==> config.mk <==
export PLATFORM = sky130hd
export DESIGN_NAME = regfile_seq
export DESIGN_NICKNAME = d
export VERILOG_FILES = /design/src/rtl/regfile_seq.sv
export SDC_FILE = /design/constraint.sdc
export NUM_CORES = 1
export LEC_CHECK = 0
export BUFFER_PORTS_ARGS = -buffer_cell sky130_fd_sc_hd__buf_2
export CORE_MARGIN = 2
export CORE_UTILIZATION = 43
export DETAILED_ROUTE_END_ITERATION = 10
export PLACE_DENSITY_LB_ADDON = 0.1
export SLEW_MARGIN = 20
export SYNTH_ARGS = -nofsm -noshare
export SYNTH_HDL_FRONTEND = slang
export SYNTH_SLANG_ARGS = --single-unit
==> constraint.sdc <==
create_clock -name CLK -period 1.65 [get_ports CLK]
set_clock_uncertainty 0.15 [all_clocks]
set_input_delay 0 -clock CLK [delete_from_list [all_inputs] [get_ports CLK]]
set_output_delay 0 -clock CLK [all_outputs]
set_load 0.05 [all_outputs]
==> src/rtl/regfile_seq.sv <==
// rtl/regfile_seq.sv - 3-cycle read/execute/writeback sequencer for the 8x16 regfile and ALU.
// Optional perf counters (INSTR_CNT, STALL_CNT) enabled by REGFILE_SEQ_PERF_EN.
module regfile_seq #(
  parameter int DATA_W = 16,
  parameter int AW     = 3
) (
  input  logic              CLK,
  input  logic              RESET,
  input  logic [15:0]       INSTR,
  input  logic              INSTR_VALID,
  output logic              INSTR_READY,
  input  logic              RESUME,
  output logic [AW-1:0]     AA,
  output logic [AW-1:0]     BA,
  output logic [AW-1:0]     DA,
  output logic              RW,
  output logic [3:0]        FS,
  output logic              MB,
  output logic [DATA_W-1:0] IMM,
  output logic              DONE,
  output logic              ILLEGAL,
`ifdef REGFILE_SEQ_PERF_EN
  output logic [15:0]       INSTR_CNT,
  output logic [15:0]       STALL_CNT,
`endif
  output logic              HALTED
);

  typedef enum logic [1:0] {S_IDLE, S_RD, S_WB, S_HALT} state_t;

  state_t              state_q, state_d;
  logic [15:0]         ir_q, ir_d;
  logic [AW-1:0]       aa_q, aa_d, ba_q, ba_d, da_q, da_d;
  logic [3:0]          fs_q, fs_d;
  logic                mb_q, mb_d;
  logic [DATA_W-1:0]   imm_q, imm_d;
  logic                rw_q, rw_d, done_q, done_d, illegal_q, illegal_d;
  logic [3:0]          op;

  assign op = ir_q[15:12];

  always_comb begin
    state_d   = state_q;
    ir_d      = ir_q;
    aa_d      = aa_q;
    ba_d      = ba_q;
    da_d      = da_q;
    fs_d      = fs_q;
    mb_d      = mb_q;
    imm_d     = imm_q;
    rw_d      = 1'b0;
    done_d    = 1'b0;
    illegal_d = 1'b0;
    case (state_q)
      S_IDLE: begin
        if (INSTR_VALID) begin
          ir_d    = INSTR;
          aa_d    = AW'(INSTR[8:6]);
          ba_d    = AW'(INSTR[5:3]);
          state_d = S_RD;
        end
      end
      // WB-cycle controls are registered on the RD->WB edge so they appear exactly in WB.
      S_RD: begin
        da_d      = AW'(ir_q[11:9]);
        fs_d      = op;
        mb_d      = (op == 4'h8) || (op == 4'h9);
        imm_d     = DATA_W'(ir_q[2:0]);
        rw_d      = (op >= 4'h1) && (op <= 4'h9);
        illegal_d = (op >= 4'hA) && (op <= 4'hE);
        done_d    = 1'b1;
        state_d   = S_WB;
      end
      S_WB: begin
        state_d = (op == 4'hF) ? S_HALT : S_IDLE;
      end
      S_HALT: begin
        if (RESUME) state_d = S_IDLE;
      end
      default: state_d = S_IDLE;
    endcase
  end

  // Async reset clears rw_q immediately, so an aborted WB never completes its write.
  always_ff @(posedge CLK or posedge RESET) begin
    if (RESET) begin
      state_q   <= S_IDLE;
      ir_q      <= '0;
      aa_q      <= '0;
      ba_q      <= '0;
      da_q      <= '0;
      fs_q      <= '0;
      mb_q      <= 1'b0;
      imm_q     <= '0;
      rw_q      <= 1'b0;
      done_q    <= 1'b0;
      illegal_q <= 1'b0;
    end else begin
      state_q   <= state_d;
      ir_q      <= ir_d;
      aa_q      <= aa_d;
      ba_q      <= ba_d;
      da_q      <= da_d;
      fs_q      <= fs_d;
      mb_q      <= mb_d;
      imm_q     <= imm_d;
      rw_q      <= rw_d;
      done_q    <= done_d;
      illegal_q <= illegal_d;
    end
  end

  assign INSTR_READY = (state_q == S_IDLE) && !RESET;
  assign HALTED      = (state_q == S_HALT);
  assign AA          = aa_q;
  assign BA          = ba_q;
  assign DA          = da_q;
  assign RW          = rw_q;
  assign FS          = fs_q;
  assign MB          = mb_q;
  assign IMM         = imm_q;
  assign DONE        = done_q;
  assign ILLEGAL     = illegal_q;

`ifdef REGFILE_SEQ_PERF_EN
  logic [15:0] instr_cnt_q, instr_cnt_d, stall_cnt_q, stall_cnt_d;

  always_comb begin
    instr_cnt_d = instr_cnt_q;
    stall_cnt_d = stall_cnt_q;
    if (done_q) instr_cnt_d = instr_cnt_q + 16'd1;
    if (((state_q == S_IDLE) && !INSTR_VALID) || (state_q == S_HALT))
      stall_cnt_d = stall_cnt_q + 16'd1;
  end

  always_ff @(posedge CLK or posedge RESET) begin
    if (RESET) begin
      instr_cnt_q <= '0;
      stall_cnt_q <= '0;
    end else begin
      instr_cnt_q <= instr_cnt_d;
      stall_cnt_q <= stall_cnt_d;
    end
  end

  assign INSTR_CNT = instr_cnt_q;
  assign STALL_CNT = stall_cnt_q;
`endif

endmodule
## Word level (Yosys, flattened, before mapping)

Index checks and enable logic that the tools add are counted.

- Output and inout bits: 35
- Register bits: 38
- Memories: 0
- Input port bits: 20
- Memory bits (read-only): 0
- Latch bits: 0
- Logic and storage cells: 38
- Bits in writable memories: 0

- Eq/ne operators: 8
- Muxes and demuxes: 7
- Multipliers: 0
- Divide/modulo/power cells: 0
- Bitwise operators: 0
- Reductions and logical operators: 8
- Magnitude comparators: 4
- Shifts and indexed selects: 0
- Add/subtract/negate cells: 0

Operators by type and width:

| kind | number |
|---|---|
| $eq 4x4->1 const B | 3 |
| $le 4x4->1 const B | 2 |
| $pmux 2 s4 | 1 |
| $mux 2 | 3 |
| $eq 2x2->1 const B | 2 |
| $ge 4x1->1 const B | 1 |
| $ge 4x4->1 const B | 1 |
| $ne 2x2->1 const B | 2 |
| $reduce_and 2->1 | 2 |
| $logic_and 1x1->1 | 3 |
| $mux 1 | 3 |
| $eq 2x1->1 const B | 1 |
| $logic_not 2->1 | 1 |
| $logic_not 1->1 | 1 |
| $logic_or 1x1->1 | 1 |

## Longest topological paths before layout

Gate-level depths: netlist of run 1.

- Word-level depth: 3
- Gate-level depth with buffers: 5
- Gate-level depth less buffers: 3

## Least setup slack after synthesis of run 1

OpenSTA, ideal clock, no wires.

- Kind: reg2out
- From: register state_q[1]
- To: output port INSTR_READY
- Setup slack: -0.035 ns
- Stages on the path, launching flop included: 2
- Arrival: 1.535 ns
- Path buffers: 0
- Data required time: 1.500 ns
- Path through: dfrtp_1 -> nor3_1

- Word-level cells in the longest chain between the ends: 2

Ends and longest elaborated chain:

| element | RTL line | text |
|---|---|---|
| start, declared | 31 | `state_t state_q, state_d;` |
| start signal, assigned | 99 | `state_q <= state_d;` |
| $logic_not 2->1 | 113 | `assign INSTR_READY = (state_q == S_IDLE) && !RESET;` |
| $logic_and 1x1->1 | 113 |  |
| end, declared | 11 | `output logic INSTR_READY,` |

No other way between the ends.

## Worst setup path after layout of run 1

- From: register state_q[1]
- To: register ir_q[2]

- Word-level cells in the longest chain between the ends: 2

Ends and longest elaborated chain:

| element | RTL line | text |
|---|---|---|
| $logic_not 2->1 | 54 | `case (state_q)` |
| $reduce_and 2->1 (no line) | - |  |
| end signal, assigned | 100 | `ir_q <= ir_d;` |
| end, declared | 32 | `logic [15:0] ir_q, ir_d;` |

No other way between the ends.
A chain may end at the register's enable or synchronous reset.

==> results.yml, run 1 <==
drt:
  post-route-drc-count: 0
  postRouteWirelength_um: 2377
  post_drt_via_cell_ratio: 4.425
  vias: 916
  antenna_violation_net_count_after_detailed_routing: 0
  post_drt_wl_per_cell_um: 11.48
  drt_pre_antenna_iters: 2
  drt_iter0_markers: 12
cts:
  cts-root-to-sink-buffers: 2
  cts_max_level: 2
  clk-insertion-delay-late_ps: 320
  postCtsSetupRepairBufs: 0
  cts.sinks: 32
  clkSlewWorstSetupHoldPaths_ps: 90
  cts_repair_resize_count: 0
  cts_root_buffer: "sky130_fd_sc_hd__clkbuf_4"
  numCtsBuffers: 5
  clock_tree_from_tritoncts: "done"
yosys:
  part_of_the_yosys_area_used_for_sequential_elements: 0.5740
  synth.most_common_cell: "sky130_fd_sc_hd__dfrtp_1"
  yosys-top-cells-area: "sky130_fd_sc_hd__dfrtp_1 (57%), sky130_fd_sc_hd__mux2_2 (21%), sky130_fd_sc_hd__buf_4 (10%)"
  postSynthRegisterBits: 32
  yosys.area.top_type: "sky130_fd_sc_hd__dfrtp_1"
  synth_edf_count: 0
  synthDistinctLibCells: 20
  yosys_warnings: 0
  synth-main-ff-cell: "sky130_fd_sc_hd__dfrtp_1"
  netlist.area_leader.share: 0.5740
  async_flop_share: 1.000
  synthCells: 102
  synth_top_cells_by_count: "sky130_fd_sc_hd__dfrtp_1 (32), sky130_fd_sc_hd__mux2_2 (26), sky130_fd_sc_hd__buf_4 (19)"
  mapped_cell_area_um2: 1395
  syn-mean-instance-area_um2: 13.68
timing:
  setup_repair_after_global_routing_missed_its_margin: "no"
  fmax_ghz: 0.6569
  setup_violations: 0
  finalMaxSlewViolations: 0
  final.period_utilization: 0.9225
  finalHoldViolations: 0
  fin_tns_setup_ps: 0
  final.min_clock_period_ps: 1522
floorplanning:
  coreArea_um2: 3078
  floorplan.die_area_um2: 3716
  rows: 20
  initial_core_utilization: 0.4533
  io_pins: 55
  dieWidth_um: 60.96
  chipHeight_um: 60.96
final_layout:
  final_layout_size_suffix_gt1_frac: 0.4908
  multiInputGateArea_um2: 459.2
  fillers: 301
  layout_overhead_on_the_synthesized_area_pct: 29.96
  final_nets: 182
  fin_area_um2: 1813
  ff_latch_area_um2: 800.8
  antenna_cells_inserted: 0
place:
  detailed_place.area_um2: 1574
  gp_congestion: 0.7657
  hpwl_um: 1663
  io_buffer_count: 41
worst_setup_path:
  worstReg2RegStart: "state_q[1]$_DFFE_PP0P_"
  required_arrival_time_at_the_worst_endpoint_ps: 1710
  critical_path_peak_fanout: 17
  cp-startpoint: "state_q[1]$_DFFE_PP0P_"
  worst-setup-path-type: "reg -> reg"
  worst_setup_path_end_kind: "flop"
  cp_data_arrival_time_ps: 1580
  critPathLaunchType: "flop"
global_routing:
  top_usage_layer: "met2"
  grt_util_met3: 0.07463
  grt_start_max_net_pins: 33
  initial_antenna_violation_count: 0
  grt.overflow.total: 0
  grt_pass1_wl_um: 3808
  number_of_global_route_vias_before_repair: 854
  grt_util_met2: 0.2320
  grt_util_met1: 0.1737
  track_usage: 0.1476
power_and_ir_drop:
  power_leakage_uw: 0.0008845
  power.internal_uw: 2093
  power.clock.fraction: 0.114
  power_switching_uw: 1836
  switching_share: 0.4673
  max-vdd-ir-drop_mv: 0.8906
  share_of_power_burned_in_combinational_logic: 0.524
  fraction_of_power_consumed_by_sequential_logic: 0.362
  power_density_nw_per_um2: 2167
status:
  result_of_the_run: "finished clean"
worst_hold_path:
  timing.hold.worst.class: "in -> reg"
  worst_hold_startpoint: "INSTR_VALID"
run:
  cap_violations: 0
## cell usage in the layout (no fill, tap or decap), drive strengths merged
| cell | count |
|---|---|
| clkbuf | 8 |
| nor3b | 2 |
| nor4 | 1 |
| inv | 3 |
| and2 | 1 |
| a21oi | 3 |
| dlygate4sd3 | 18 |
| dfrtp | 32 |
| and4 | 1 |
| conb | 13 |
| mux2 | 26 |
| nor2 | 1 |
| nand2 | 3 |
| buf | 45 |
| nand2b | 1 |
| o21ai | 2 |
| nand3b | 1 |
| nor3 | 2 |
## sequential cells by signal, indices dropped and copies added (netlist names)
signal	count
DA	3
DONE	1
FS	4
ILLEGAL	1
IMM	3
MB	1
RW	1
ir_q	16
state_q	2
## stage by stage
step                hold slack (ps)  instances  total power [uW]  utilization  setup WS (ps)
floorplan                    -64.24        114              3178            -          67.30
global placement             -31.90        181              3440       0.5114          181.2
detailed placement           -22.06        181              3490       0.5114          148.0
CTS                           133.8        207              3988       0.5890          121.9
global route                  151.2        207              4181       0.5890          65.75
finish                        146.2        207              3929       0.5890          127.8
## worst paths after layout
kind	end	slack (ps)	depth (start not counted)
max in group asynchronous	ir_q[10]$_DFFE_PP0P_	910	4
worst min register to register	FS[0]$_DFFE_PP0P_	360	1
worst max register to register	ir_q[2]$_DFFE_PP0P_	130	3
min in group asynchronous	state_q[0]$_DFFE_PP0P_	160	4
worst min-delay path	state_q[0]$_DFFE_PP0P_	150	5
worst max-delay path	ir_q[2]$_DFFE_PP0P_	130	3
## layer usage
layer	share of wire	up-vias	wire, um
met1	0.40	447	942
met3	0.074	6	175
met4	0.016	0	38
met5	0	-	0
li1	-	432	-
met2	0.51	31	1220
## power by group through the flow
stage               Combinational, uW  Sequential [uW]  Clock, uW
finish                           2060             1420        448
global route                     2180             1480        519
CTS                              2090             1430        472
detailed placement               2050             1440          0
global placement                 2020             1420          0
floorplan                        1220             1960          0
## area by class of cell
cell class / count / area share
inverters: 3 / 0.006211
flip-flops and latches: 32 / 0.4417
clock buffers: 8 / 0.03244
repair buffers: 63 / 0.2360
well taps: 44 / 0.03037
multi-input cells: 57 / 0.2533
## timing repair
action | CTS | global route
hold endpoints to repair | 50 | 0
hold buffers | 18 | 0
setup endpoints to repair | 0 | 0
## worst max-delay path, stage by stage, from the launching register on
cell	delay, ps
sky130_fd_sc_hd__dfrtp_1	470
sky130_fd_sc_hd__nor3b_4	260
sky130_fd_sc_hd__buf_12	190
sky130_fd_sc_hd__mux2_2	340
## kinds of logic after synthesis
logic type	count (synthesis)	synth area share
DFF	32	0.5740
muxes	26	0.2099
buffers and inverters	25	0.1327
and+or+nand+nor	13	0.06279
AOI/OAI and AO/OA	5	0.01793
other	1	0.002688
(Power assumes the default switching activity.)
==> run 2: changes to the inputs <==
Settings changed: CTS_BUF_LIST set to sky130_fd_sc_hd__clkbuf_16.
==> results.yml, run 2 (synthesized netlist as in run 1, its figures left out) <==
status:
  result_of_the_run: "finished clean"
final_layout:
  antenna_cells_inserted: 0
  finish.utilization: 0.6142
  leading_cell_types_in_the_layout_fill_and_taps_excluded: "sky130_fd_sc_hd__buf_2 (41), sky130_fd_sc_hd__dfrtp_1 (32), sky130_fd_sc_hd__mux2_2 (26), sky130_fd_sc_hd__dlygate4sd3_1 (18), sky130_fd_sc_hd__conb_1 (13)"
  final_layout_size_suffix_gt1_frac: 0.4847
  layout_overhead_on_the_synthesized_area_pct: 35.52
  multiInputGateArea_um2: 459.2
  largest_register_ffs: 16
  fillers: 292
  final_nets: 182
  top_register: "ir_q"
  layout.cells.most_common: "sky130_fd_sc_hd__buf_2"
  ff_latch_area_um2: 800.8
worst_hold_path:
  timing.hold.worst.class: "in -> reg"
global_routing:
  grt_start_max_net_pins: 33
  grt.overflow.total: 0
  track_usage: 0.1492
  grt_pass1_wl_um: 3857
  initial_antenna_violation_count: 0
  number_of_global_route_vias_before_repair: 864
drt:
  drt_iter0_markers: 13
  drt_pre_antenna_iters: 3
  post_drt_wl_per_cell_um: 11.77
  post_drt_via_cell_ratio: 4.382
  postRouteWirelength_um: 2436
  post-route-drc-count: 0
  antenna_violation_net_count_after_detailed_routing: 0
  vias: 907
floorplanning:
  chipHeight_um: 60.96
  floorplan.die_area_um2: 3716
  io_pins: 55
  initial_core_utilization: 0.4533
  dieWidth_um: 60.96
  rows: 20
  coreArea_um2: 3078
worst_setup_path:
  worstReg2RegStart: "state_q[1]$_DFFE_PP0P_"
  cp-startpoint: "state_q[1]$_DFFE_PP0P_"
  worst-r2r-cell-count: 3
  critPathLaunchType: "flop"
  cp_data_arrival_time_ps: 1520
  critical_path_peak_fanout: 17
  critical_path.reg2reg.endpoint: "ir_q[3]$_DFFE_PP0P_"
  required_arrival_time_at_the_worst_endpoint_ps: 1650
  rrSetupSlack_ps: 130
  worst-setup-path-type: "reg -> reg"
  endpoint_of_the_most_critical_setup_path: "ir_q[3]$_DFFE_PP0P_"
  worst_setup_path_end_kind: "flop"
timing:
  finalHoldViolations: 0
  final.period_utilization: 0.9185
  setup_repair_after_global_routing_missed_its_margin: "no"
  setup_violations: 0
  finalMaxSlewViolations: 0
  final.min_clock_period_ps: 1515
  fmax_ghz: 0.6599
  fin_tns_setup_ps: 0
place:
  hpwl_um: 1663
  io_buffer_count: 41
  gp_congestion: 0.7657
power_and_ir_drop:
  power.internal_uw: 2428
  max-vdd-ir-drop_mv: 0.9583
  switching_share: 0.4379
  fraction_of_power_consumed_by_sequential_logic: 0.331
  power_density_nw_per_um2: 2285
  power_switching_uw: 1892
  power_leakage_uw: 0.0009258
  power.clock.fraction: 0.192
  share_of_power_burned_in_combinational_logic: 0.477
cts:
  cts_max_level: 2
  cts-root-to-sink-buffers: 2
  cts.sinks: 32
  cts_root_buffer: "sky130_fd_sc_hd__clkbuf_16"
  numCtsBuffers: 5
  clkSlewWorstSetupHoldPaths_ps: 50
  clock_tree_from_tritoncts: "done"
  postCtsSetupRepairBufs: 0
  clk-insertion-delay-late_ps: 270
  hold_buffers: 18
  cts_repair_resize_count: 0
run:
  cap_violations: 0
==> run 2: cell count changes in the layout (fill, tap and decap cells not counted), sizes merged <==
cell / before / now
clkinv: 0 / 1
clkbuf: 8 / 5
inv: 3 / 5
==> run 2: worst min path at each step <==
stage | depth (start not counted) | slack [ps] | endpoint | start
2_1_floorplan | 1 | -60 | state_q[1]$_DFFE_PP0P_ | RESUME
3_5_place_dp | 3 | -20 | state_q[0]$_DFFE_PP0P_ | RESET
6_report | 5 | 210 | state_q[0]$_DFFE_PP0P_ | INSTR_VALID
5_1_grt | 4 | 230 | ir_q[5]$_DFFE_PP0P_ | INSTR_VALID
4_1_cts | 5 | 210 | state_q[0]$_DFFE_PP0P_ | INSTR_VALID
3_3_place_gp | 3 | -30 | state_q[0]$_DFFE_PP0P_ | RESET
==> run 2: final cells by class <==
cell class,instances,area share
sequential,32,0.4236
inverter,3,0.005956
clock inverter,3,0.005956
tap,44,0.02912
timing repair buffer,63,0.2263
clock buffer,5,0.06618
multi-input combinational,57,0.2429
==> run 2: power groups by stage <==
stage	Sequential [uW]	Combinational, uW	Clock [uW]
global route	1490	2180	904
floorplan	1960	1220	0
CTS	1430	2090	849
finish	1430	2060	828
global placement	1420	2020	0
detailed placement	1440	2050	0
==> run 2: per-layer routing <==
layer / vias to the layer above / routed length, um / global-route usage / part of all wire
met5: - / 0 / 0 / 0
met4: 0 / 37 / 0.05590 / 0.015
met3: 6 / 169 / 0.07463 / 0.069
met2: 31 / 1248 / 0.2396 / 0.51
met1: 440 / 981 / 0.1717 / 0.40
li1: 430 / - / - / -
==> run 2: metrics by stage <==
stage                     power (uW)  hold slack (ps)  area (um2)  setup WS, ps  std cells
after floorplan                 3178           -64.24        1445         67.30        114
after global placement          3440           -31.90        1574         181.2        181
after detailed placement        3490           -22.06        1574         148.0        181
after CTS                       4367            205.0        1891         128.3        207
after global routing            4569            229.9        1891         75.00        207
final                           4320            207.0        1891         134.5        207
==> run 2: critical path, cell delays in order (launching register included) <==
cell and delay, ps:
sky130_fd_sc_hd__dfrtp_1 450, sky130_fd_sc_hd__nor3b_4 260, sky130_fd_sc_hd__buf_12 190, sky130_fd_sc_hd__mux2_2 340
==> run 3: changes to the inputs <==
Settings changed: CORE_UTILIZATION 43 to 47.
Clock period 1.65 ns to 1.4 ns, I/O delays scaled along.
==> results.yml, run 3 (synthesized netlist as in run 1, its figures left out) <==
final_layout:
  layout_overhead_on_the_synthesized_area_pct: 40.45
  multiInputGateArea_um2: 491.7
  fillers: 216
  final_layout_size_suffix_gt1_frac: 0.5090
  leading_cell_types_in_the_layout_fill_and_taps_excluded: "sky130_fd_sc_hd__buf_2 (39), sky130_fd_sc_hd__dfrtp_1 (32), sky130_fd_sc_hd__mux2_2 (19), sky130_fd_sc_hd__dlygate4sd3_1 (18), sky130_fd_sc_hd__conb_1 (13)"
  finish.utilization: 0.7045
  layout.cells.most_common: "sky130_fd_sc_hd__buf_2"
  largest_register_ffs: 16
  ff_latch_area_um2: 800.8
  final_nets: 186
  top_register: "ir_q"
  antenna_cells_inserted: 0
cts:
  cts_root_buffer: "sky130_fd_sc_hd__clkbuf_16"
  cts-root-to-sink-buffers: 2
  cts_max_level: 2
  clkSlewWorstSetupHoldPaths_ps: 50
  cts.sinks: 32
  numCtsBuffers: 5
  clock_tree_from_tritoncts: "done"
  clk-insertion-delay-late_ps: 270
worst_setup_path:
  rrSetupSlack_ps: -80
  cp_data_arrival_time_ps: 1480
  required_arrival_time_at_the_worst_endpoint_ps: 1400
  cp_num_buf_inv: 1
  crit_path_max_incr_delay_ps: 420
  worst-setup-path-type: "reg -> reg"
  worst_path_max_delay_cell: "sky130_fd_sc_hd__dfrtp_1"
  worst_setup_path_end_kind: "flop"
  critPathLaunchType: "flop"
  worst-r2r-cell-count: 3
  cp_top_family: "flip-flops"
  number_of_cells_on_the_critical_path: 3
  crit_path_cell_trace: "nor3b_4 -> buf_6 -> mux2_2"
  critical_path_peak_fanout: 8
floorplanning:
  coreArea_um2: 2781
  floorplan.die_area_um2: 3420
  io_pins: 55
  dieWidth_um: 58.48
  initial_core_utilization: 0.5016
  rows: 19
  chipHeight_um: 58.48
timing:
  post-route-worst-setup-slack_ps: -76.44
  finalMaxSlewViolations: 0
  fmax_ghz: 0.6773
  fin_tns_setup_ps: -916.7
  setup_violations: 16
  final.min_clock_period_ps: 1476
  final.period_utilization: 1.055
  finalHoldViolations: 0
  setup_repair_after_global_routing_missed_its_margin: "yes"
drt:
  post_drt_wl_per_cell_um: 13.02
  drt_pre_antenna_iters: 3
  post_drt_via_cell_ratio: 4.652
  antenna_violation_net_count_after_detailed_routing: 0
  drt_iter0_markers: 16
  post-route-drc-count: 0
  vias: 921
  postRouteWirelength_um: 2577
global_routing:
  track_usage: 0.1701
  grt_start_max_net_pins: 33
  grt.overflow.total: 0
  number_of_global_route_vias_before_repair: 945
  initial_antenna_violation_count: 0
  grt_pass1_wl_um: 4257
power_and_ir_drop:
  design_power_total_uw: 5345
  power_density_nw_per_um2: 2728
  power.internal_uw: 3038
  power_leakage_uw: 0.0009770
  switching_share: 0.4317
  max-vdd-ir-drop_mv: 1.911
  power_switching_uw: 2308
  power.clock.fraction: 0.184
  share_of_power_burned_in_combinational_logic: 0.503
  fraction_of_power_consumed_by_sequential_logic: 0.313
place:
  gp_congestion: 0.7224
  hpwl_um: 1665
  place_ws_ps: -50.27
  io_buffer_count: 41
run:
  cap_violations: 0
status:
  result_of_the_run: "finished, violations left"
  violations_in_the_final_reports: "negative setup slack"
worst_hold_path:
  timing.hold.worst_path_depth: 4
  timing.hold.worst.class: "in -> reg"
## run 3: cell types whose count changed in the layout (fill, tap and decap cells not counted), sizes merged
cell,delta
clkinv,+2
buf,+4
inv,-2
## run 3: path summary, 6_finish.rpt
path | start | endpoint
min in group asynchronous | RESET | state_q[1]$_DFFE_PP0P_
max in group asynchronous | RESET | ir_q[5]$_DFFE_PP0P_
worst min-delay path | INSTR_VALID | ir_q[1]$_DFFE_PP0P_
worst max register to register | state_q[0]$_DFFE_PP0P_ | ir_q[7]$_DFFE_PP0P_
worst min register to register | MB$_DFFE_PP0P_ | MB$_DFFE_PP0P_
worst max-delay path | state_q[0]$_DFFE_PP0P_ | ir_q[7]$_DFFE_PP0P_
## run 3: metal layers
layer	GRT usage	wire [um]
met2	0.3066	1427
met5	0	0
met3	0.04615	122
met4	0.06977	15
met1	0.1880	1011
## run 3: repair_timing
action | 4_1_cts | 5_1_grt
cloned | 0 | 0
hold endpoints to repair | 50 | 0
gates resized for setup | 7 | 7
setup endpoints to repair | 18 | 21
buffers inserted | 1 | 1
hold buffers | 18 | 0
pin swaps | 1 | 2
## run 3: stage by stage
stage               cell area, um2  instances  hold WS (ps)
floorplan                     1451        114        -64.24
global placement              1573        170        -38.38
detailed placement            1573        170        -30.99
CTS                           1923        197         193.0
global route                  1959        198         207.2
finish                        1959        198         201.1
## run 3: cell type report
cell class / instances / area share
Clock buffer: 5 / 0.06386
Multi-Input combinational cell: 57 / 0.2510
Inverter: 3 / 0.005747
Sequential cell: 32 / 0.4087
Tap cell: 31 / 0.01980
Timing Repair Buffer: 67 / 0.2439
Clock inverter: 3 / 0.007024
## run 3: worst register-to-register path, delay by kind of cell (launching register included)
| kind | cells | cell delay (ps) |
|---|---|---|
| DFF | 1 | 420 |
| muxes | 1 | 340 |
| and+or+nand+nor | 1 | 260 |
| buffers and inverters | 1 | 190 |
## run 3: power groups by stage
stage | clock network (uW) | logic [uW] | registers (uW)
finish | 984 | 2690 | 1670
global route | 1060 | 2820 | 1750
CTS | 1020 | 2620 | 1670
detailed placement | 0 | 2490 | 1680
global placement | 0 | 2440 | 1650
floorplan | 0 | 1460 | 2310
